==> config.mk <==
export PLATFORM = sky130hd
export DESIGN_NAME = dsp_mac_sequencer
export DESIGN_NICKNAME = d
export VERILOG_FILES = /design/src/rtl/dsp_mac_sequencer.sv
export SDC_FILE = /design/constraint.sdc
export NUM_CORES = 1
export LEC_CHECK = 0
export CAP_MARGIN = 20
export CORE_UTILIZATION = 35
export DETAILED_ROUTE_END_ITERATION = 8
export PLACE_DENSITY = 0.86
export SLEW_MARGIN = 20
export SYNTH_ARGS = -nofsm -noshare
export SYNTH_HDL_FRONTEND = slang
export SYNTH_SLANG_ARGS = --single-unit
==> constraint.sdc <==
create_clock -name clk -period 1.5 [get_ports clk]
set_input_delay 0.375 -clock clk [delete_from_list [all_inputs] [get_ports clk]]
set_output_delay 0.375 -clock clk [all_outputs]
set_load 0.1 [all_outputs]
==> src/rtl/dsp_mac_sequencer.sv <==
// Sequencing controller for one 18x18 DSP multiply-accumulate slice: streams a job of
// operand pairs into the slice, schedules opmode/enables, and returns the 48-bit result.
module dsp_mac_sequencer #(
   parameter int LEN_W = 8
) (
   input  logic             clk,
   input  logic             rst_n,
   input  logic             start,
   input  logic [LEN_W-1:0] len,
   input  logic             sub,
   output logic             busy,
   input  logic             in_valid,
   output logic             in_ready,
   input  logic [17:0]      in_a,
   input  logic [17:0]      in_b,
   output logic [17:0]      dsp_a,
   output logic [17:0]      dsp_b,
   output logic             dsp_cea,
   output logic             dsp_ceb,
   output logic             dsp_cem,
   output logic [7:0]       dsp_opmode,
   output logic             dsp_ceopmode,
   output logic             dsp_cep,
   input  logic [47:0]      dsp_p,
   input  logic             dsp_carryout,
   output logic             res_valid,
   input  logic             res_ready,
   output logic [47:0]      res_data,
   output logic             res_carry
);

   typedef enum logic [1:0] {IDLE, RUN, DRAIN, DONE} state_t;

   state_t           state, state_next;
   logic [LEN_W-1:0] len_q;
   logic [LEN_W-1:0] issued;
   logic             sub_q;
   logic [1:0]       drain_cnt;
   logic             tag_v1;
   logic             tag_v2;
   logic             cep_d;
   logic             fire;
   logic             last_fire;
   logic             accept_job;
   logic             accept_empty;

   assign fire         = in_valid & in_ready;
   assign last_fire    = fire & (issued == (len_q - LEN_W'(1)));
   assign accept_job   = (state == IDLE) & start & (len != {LEN_W{1'b0}});
   assign accept_empty = (state == IDLE) & start & (len == {LEN_W{1'b0}});

   assign busy         = (state != IDLE);
   assign in_ready     = (state == RUN);
   assign res_valid    = (state == DONE);
   assign dsp_a        = in_a;
   assign dsp_b        = in_b;
   assign dsp_cea      = fire;
   assign dsp_ceb      = fire;
   assign dsp_cem      = busy;
   assign dsp_ceopmode = tag_v1;
   assign dsp_cep      = tag_v2;

   // State register
   always_ff @(posedge clk or negedge rst_n) begin
      if (!rst_n) begin
         state <= IDLE;
      end else begin
         state <= state_next;
      end
   end

   // Next-state logic
   always_comb begin
      state_next = state;
      case (state)
         IDLE: begin
            if (accept_job) begin
               state_next = RUN;
            end else if (accept_empty) begin
               state_next = DONE;
            end else begin
               state_next = IDLE;
            end
         end
         RUN: begin
            if (last_fire) begin
               state_next = DRAIN;
            end else begin
               state_next = RUN;
            end
         end
         DRAIN: begin
            if (drain_cnt == 2'd0) begin
               state_next = DONE;
            end else begin
               state_next = DRAIN;
            end
         end
         DONE: begin
            if (res_ready) begin
               state_next = IDLE;
            end else begin
               state_next = DONE;
            end
         end
         default: state_next = IDLE;
      endcase
   end

   // Job parameters, issue count and drain countdown
   always_ff @(posedge clk or negedge rst_n) begin
      if (!rst_n) begin
         len_q     <= {LEN_W{1'b0}};
         sub_q     <= 1'b0;
         issued    <= {LEN_W{1'b0}};
         drain_cnt <= 2'd0;
      end else begin
         if (accept_job) begin
            len_q  <= len;
            sub_q  <= sub;
            issued <= {LEN_W{1'b0}};
         end else if (fire) begin
            issued <= issued + LEN_W'(1);
         end
         if (last_fire) begin
            drain_cnt <= 2'd2;
         end else if ((state == DRAIN) && (drain_cnt != 2'd0)) begin
            drain_cnt <= drain_cnt - 2'd1;
         end
      end
   end

   // Opmode register and valid tag pipeline; the first product of a job uses Z=0
   always_ff @(posedge clk or negedge rst_n) begin
      if (!rst_n) begin
         dsp_opmode <= 8'h00;
         tag_v1     <= 1'b0;
         tag_v2     <= 1'b0;
         cep_d      <= 1'b0;
      end else begin
         if (fire) begin
            dsp_opmode <= {sub_q, 3'b000, (issued != {LEN_W{1'b0}}), 3'b001};
         end
         tag_v1 <= fire;
         tag_v2 <= tag_v1;
         cep_d  <= tag_v2;
      end
   end

   // Result capture and carry accumulation
   always_ff @(posedge clk or negedge rst_n) begin
      if (!rst_n) begin
         res_data  <= 48'd0;
         res_carry <= 1'b0;
      end else begin
         if (accept_empty) begin
            res_data <= 48'd0;
         end else if ((state == DRAIN) && (drain_cnt == 2'd0)) begin
            res_data <= dsp_p;
         end
         if (accept_job || accept_empty) begin
            res_carry <= 1'b0;
         end else if (cep_d) begin
            res_carry <= res_carry | dsp_carryout;
         end
      end
   end

endmodule

==> run summary, run 1 <==
CTS Buffer Depth: 2
Netlist cell types: 39
Antenna Cells: 0
P&R area growth vs syn: 77.7%
outcome: finished, violations left
number of global-route vias before repair: 3502
DR WL/cell: 17.1 um
crit path cell chain: clkdlybuf4s50_1, and3b_2, buf_6, buf_12
crit end category: output pin
port buffer count: 122
worst hold path type: input port to register
CTS root buf: clkbuf_8
final hold slack: 335 ps
number of setup violations in the final report: 64
DIE HEIGHT: 104 um
Core ar.: 10200 um^2
first-pass GRT wire length: 17500 um
Synth Area per Inst: 9.29 um^2
post-route cell area: 6520 um^2
number of H-tree levels: 3
Pre-antenna DRT Iters: 4
Cells after Synth: 395
Max rail drop VDD: 0.801 mV
critical path fanouts, max: 4
CTS tree: built
CP Class: input port to output pin
sequential cell area: 1910 um^2
skew final: 12.3 ps
crit path DAT: 1410 ps
Buf/Inv on CP: 3
endpoints failing hold: 0
Tcrit/Tclk final: 1.19
# fillers: 747
fraction of layout cells with a size suffix above 1: 0.403
CP delay by family, top: buffers and inverters
CP Data Required Time: 1120 ps
Multi-input gate area: 1720 um^2
GR Overflow Total: 0
largest net degree at the start of global routing: 49
CTS Sinks: 76
DRT iter0 DRCs: 140
Netlist Area Pre-Place: 3670 um^2
CTS Buf Count: 9
Synth area leaders: dfrtp_1 52%, nand2_1 11%, buf_4 9.0%, a21oi_1 7.2%, mux2_2 2.1%
Initial Util: 0.359
die area: 10900 um^2
slowest cell delay on critical path: 480 ps
critical path launch point type: input port
min cycle time layout: 1780 ps
clk_lat worst skew: 360 ps
fmax: 562 MHz
IO Count: 200
DP Area: 5650 um^2
Cell Pwr Density: 869 nW/um^2
violated checks: setup timing
routed vias: 3350
sequential area share after synthesis: 0.518
count of pins over their slew limit: 0
Synth area leader: dfrtp_1
clock-pin slew on the worst setup and hold paths: 80 ps
commonest non-fill, non-tap cell in the layout: nand2_1
GPL Wtd Cong: 0.825
Reg2Reg Depth: 7
Pleak: 0.00294 uW
antenna viol nets, final: 0
initial antenna violation count: 0
max cap viols: 0
vias per inst: 5.02
setup ws final: -281 ps
share of the synthesized area in the top cell type: 0.518
die width: 104 um
DP HPWL: 7310 um
Post-layout nets: 629
register bit total from synthesis: 76
DRT Wirelength: 11400 um
most frequent cells in the layout: 102 x nand2_1, 72 x dfrtp_1, 69 x buf_12
YS warnings: 0
Slowest cell on crit path: clkdlybuf4s50_1
RSZ-0062 raised after global routing: true
std cell rows: 37
GR Util All Layers: 0.206
hold path depth: 2
DRC: 0
number of cells on the critical path: 4
-- cell usage after synthesis --
cell type / instances
nor4_4: 1
a211oi_2: 1
or2_2: 1
inv_1: 10
nor2b_1: 1
buf_4: 44
o21ai_0: 6
nor3_1: 4
a41oi_1: 1
and4b_1: 1
xor2_1: 7
nand4_1: 5
buf_1: 1
o2111ai_1: 1
and3_1: 3
nor3_2: 1
buf_2: 11
nor4b_1: 1
nand2b_1: 4
and2_1: 1
o31a_1: 1
ha_1: 4
nand2_1: 103
dfrtp_1: 76
nor4_1: 2
nand3b_1: 1
a21oi_1: 53
or3b_2: 1
o211a_1: 1
clkbuf_1: 6
a211o_1: 2
conb_1: 1
and3b_1: 2
nor2_1: 18
a221oi_1: 1
nand3_1: 1
a31oi_1: 1
mux2_2: 7
xnor2_1: 9
-- per-stage QoR --
step / TNS, ps / worst slack (ps) / utilization / std cells / power, uW
3_3_place_gp: -42270 / -635 / 0.552 / 629 / 3750
6_report: -9760 / -281 / 0.638 / 667 / 5670
5_1_grt: -13620 / -325 / 0.638 / 667 / 5920
3_5_place_dp: -45340 / -688 / 0.552 / 629 / 3830
2_1_floorplan: -14250 / -332 / - / 399 / 3630
4_1_cts: -4180 / -278 / 0.610 / 661 / 5640
-- timing repair --
action                                  4_1_cts  5_1_grt
pin swaps                                    12       17
cloned                                        5        1
endpoints found under the hold margin        15        0
endpoints found under the setup margin       75       72
resized for setup                            44       57
buffers inserted                             10        9
hold buffers                                  1        0
-- final cells by class --
type	instances	area share
repair buffers	178	0.378
clock inverters	7	0.0153
inverters	10	0.00633
clock buffers	9	0.0190
flip-flops and latches	76	0.292
multi-input cells	251	0.263
well taps	136	0.0261
-- kinds of logic (layout without fill, tap and decap cells) --
kind of cell,Yosys count,count (layout),share of synthesized area
other,1,5,0.00102
buffers and inverters,72,204,0.122
adders and majority gates,4,4,0.0136
xor gates and xnor gates,16,16,0.0382
AOI/OAI and AO/OA,68,68,0.103
muxes,7,7,0.0215
DFF,76,76,0.518
and+or+nand+nor,151,151,0.182
-- sequential cells by signal (all words and copies together) (netlist names) --
name / count
len_q: 8
issued: 8
dsp_ceopmode: 1
res_data: 48
cep_d: 1
state: 2
dsp_opmode: 3
res_carry: 1
drain_cnt: 2
dsp_cep: 1
sub_q: 1
-- metal layers --
metal | wire length, um | up-vias | GRT usage | part of all wire
met1 | 4200 | 1670 | 0.216 | 0.37
met3 | 650 | 51 | 0.0570 | 0.057
met2 | 6090 | 126 | 0.365 | 0.53
met5 | 0 | - | 0 | 0
met4 | 473 | 0 | 0.124 | 0.041
li1 | - | 1503 | - | -
-- where the power goes --
part	switching [uW]	internal (uW)	total, uW
registers	154	2200	2350
clock network	820	945	1760
logic	816	737	1550
total	1790	3880	5670
-- path summary, 6_finish.rpt --
| kind | from | end | slack [ps] |
|---|---|---|---|
| worst max-delay path | in_valid | dsp_ceb | -280 |
| worst min-delay path | len[7] | len_q[7]$_DFFE_PN0P_ | 340 |
| worst max register to register | state[0]$_DFF_PN0_ | res_data[5]$_DFFE_PN0P_ | -200 |
| worst min register to register | dsp_cep$_DFF_PN0_ | cep_d$_DFF_PN0_ | 450 |
| max in group asynchronous | rst_n | state[0]$_DFF_PN0_ | 610 |
| min in group asynchronous | rst_n | issued[4]$_DFFE_PN0P_ | 420 |
No activity file was read; power rests on OpenSTA's default activity.
==> inputs of run 2 (changes only) <==
CORE_UTILIZATION = 39   (was 35)
PLACE_DENSITY = 0.91   (was 0.86)
clock period = 1.8 ns   (was 1.5 ns; I/O delays follow)
==> run 2 against run 1 <==
- the run still ends with setup timing left
- setup slack improved by 260 ps
- largest power group unchanged
- sequential share of layout area rose by 3.1 points
- clock power fell by 20%
- register-to-register slack improved by 250 ps
- die area fell by 10%
- critical endpoint unchanged
- global-route usage fell by 0.23 points
==> run summary, run 2 (same netlist as run 1, synthesis figures left out) <==
Buf/Inv on CP: 2 (-1)
biggest regs: res_data x48, issued x8, len_q x8
crit path DAT: 1370 ps (-40 ps)
min cycle time layout: 1820 ps
CTS tree: built
DRT iter0 DRCs: 101 (-28%)
GR Overflow Total: 0 (unchanged)
antenna viol nets, final: 0 (unchanged)
number of setup violations in the final report: 2 (-97%)
endpoints failing hold: 0 (unchanged)
fmax: 548 MHz
most flop-heavy register: res_data
number of H-tree levels: 3 (unchanged)
Max rail drop VDD: 0.671 mV (-16%)
dpl ws: -429 ps (+259 ps)
IO Count: 200 (unchanged)
max cap viols: 0 (unchanged)
fraction of layout cells with a size suffix above 1: 0.289 (-0.114)
CP Data Required Time: 1350 ps (+230 ps)
violated checks: setup timing
final hold slack: 0.908 ps (-335 ps)
DRT Wirelength: 9780 um (-14%)
CP delay by family, top: flip-flops
GPL Wtd Cong: 0.818 (-0.88%)
worst hold path type: input port to async pin
CP Class: register to output pin
port buffer count: 122 (unchanged)
# fillers: 692 (-7.4%)
outcome: finished, violations left
GR Util All Layers: 0.204 (-0.00225)
Tcrit/Tclk final: 1.01
CP most frequent cell: buf_12
CTS root buf: clkbuf_8
critical path launch point type: register
die width: 99.0 um (-5.2%)
Pre-antenna DRT Iters: 4 (unchanged)
count of pins over their slew limit: 0 (unchanged)
Pleak: 0.00272 uW (-7.6%)
clock-pin slew on the worst setup and hold paths: 80 ps (about the same)
crit end category: output pin
met3 global-route usage: 0.0454 (-0.0116)
post-route setup TNS: -48.0 ps (+9710 ps)
max reg flops: 48 (unchanged)
most frequent cells in the layout: 103 x nand2_1, 73 x dfrtp_1, 65 x buf_12
GR Util met2: 0.353 (-0.0123)
DR WL/cell: 15.9 um (-7.2%)
routed vias: 3123 (-6.8%)
Initial Util: 0.399 (+0.0404)
CTS Buf Count: 9 (unchanged)
Post-layout nets: 603 (-4.1%)
final core utilization: 0.641 (+0.00398)
clk_lat worst skew: 340 ps (-20 ps)
vias per inst: 5.07 (+0.94%)
Antenna Cells: 0 (unchanged)
critical path fanouts, max: 5 (+1)
DRC: 0 (unchanged)
commonest non-fill, non-tap cell in the layout: nand2_1
skew final: 10.3 ps (-2.00 ps)
met1 Use GR: 0.243 (+0.0265)
DIE HEIGHT: 99.0 um (-5.2%)
initial antenna violation count: 0 (unchanged)
total design power: 4500 uW (-21%)
Cell Pwr Density: 763 nW/um^2 (-12%)
P&R area growth vs syn: 60.8%
Slowest cell on crit path: dfrtp_2
CTS Hold Bufs: 0 (-1)
CTS Sinks: 76 (unchanged)
setup ws final: -24.1 ps (+257 ps)
Core ar.: 9200 um^2 (-10%)
largest net degree at the start of global routing: 41 (-16%)
Multi-input gate area: 1440 um^2 (-16%)
std cell rows: 35 (-5.4%)
crit path cell chain: and3b_2, buf_12, buf_12
DP HPWL: 7020 um (-4.0%)
sequential cell area: 1910 um^2 (about the same)
die area: 9800 um^2 (-10%)
number of global-route vias before repair: 3153 (-10%)
slowest cell delay on critical path: 450 ps (-30 ps)
first-pass GRT wire length: 15600 um (-11%)
global routing's busiest layer: met2
CTS Buffer Depth: 2 (unchanged)
RSZ-0062 raised after global routing: true
[run 2: cell types whose count changed in the layout (fill, tap and decap cells not counted), moves of 2 or more]
cell | before | now
buf_12 | 69 | 65
dlygate4sd2_1 | 5 | 8
a21oi_1 | 5 | 43
buf_6 | 9 | 3
clkdlybuf4s15_1 | 2 | 0
a21oi_2 | 34 | 10
buf_4 | 34 | 21
buf_16 | 3 | 1
a21oi_4 | 14 | 0
[run 2: final timing paths]
path                                             to            startpoint  depth (start not counted)  slack, ps
max                                         dsp_ceb    state[1]$_DFF_PN0_                          3        -20
min reg2reg                         cep_d$_DFF_PN0_     dsp_cep$_DFF_PN0_                          0        440
max in group asynchronous  res_data[29]$_DFFE_PN0P_                 rst_n                          2       1220
max reg2reg                      state[1]$_DFF_PN0_  len_q[1]$_DFFE_PN0P_                          7         50
min in group clk                    cep_d$_DFF_PN0_     dsp_cep$_DFF_PN0_                          0        440
min                           issued[2]$_DFFE_PN0P_                 rst_n                          1        0.9
[run 2: what timing repair did]
item / in CTS / in global routing
setup buffers: 7 / 4
pin swaps: 1 / 8
gates cloned: 2 / 0
gates resized for setup: 11 / 15
setup endpoints to repair: 55 / 56
[run 2: layer usage]
| metal | part of all wire | vias up | wire length [um] |
|---|---|---|---|
| met3 | 0.060 | 31 | 591 |
| li1 | - | 1455 | - |
| met1 | 0.39 | 1517 | 3850 |
| met5 | 0 | - | 0 |
| met2 | 0.52 | 120 | 5080 |
| met4 | 0.026 | 0 | 250 |
[run 2: where the power goes]
group          internal [uW]  leakage (uW)  switching [uW]
registers               1830      0.000749             202
clock network            781      0.000102             627
logic                    502       0.00187             558
total                   3110       0.00272            1390
[run 2: per-stage QoR]
stage               area (um^2)  instances
floorplan                  3780        399
global placement           5490        588
detailed placement         5490        588
CTS                        5840        613
global route               5900        616
finish                     5900        616
[run 2: cell type report]
type                    instances  share of cell area
clock inverters                 6              0.0151
clock buffers                  10              0.0216
inverters                      10             0.00700
multi-input cells             251               0.244
well taps                     111              0.0235
flip-flops and latches         76               0.323
repair buffers                152               0.365
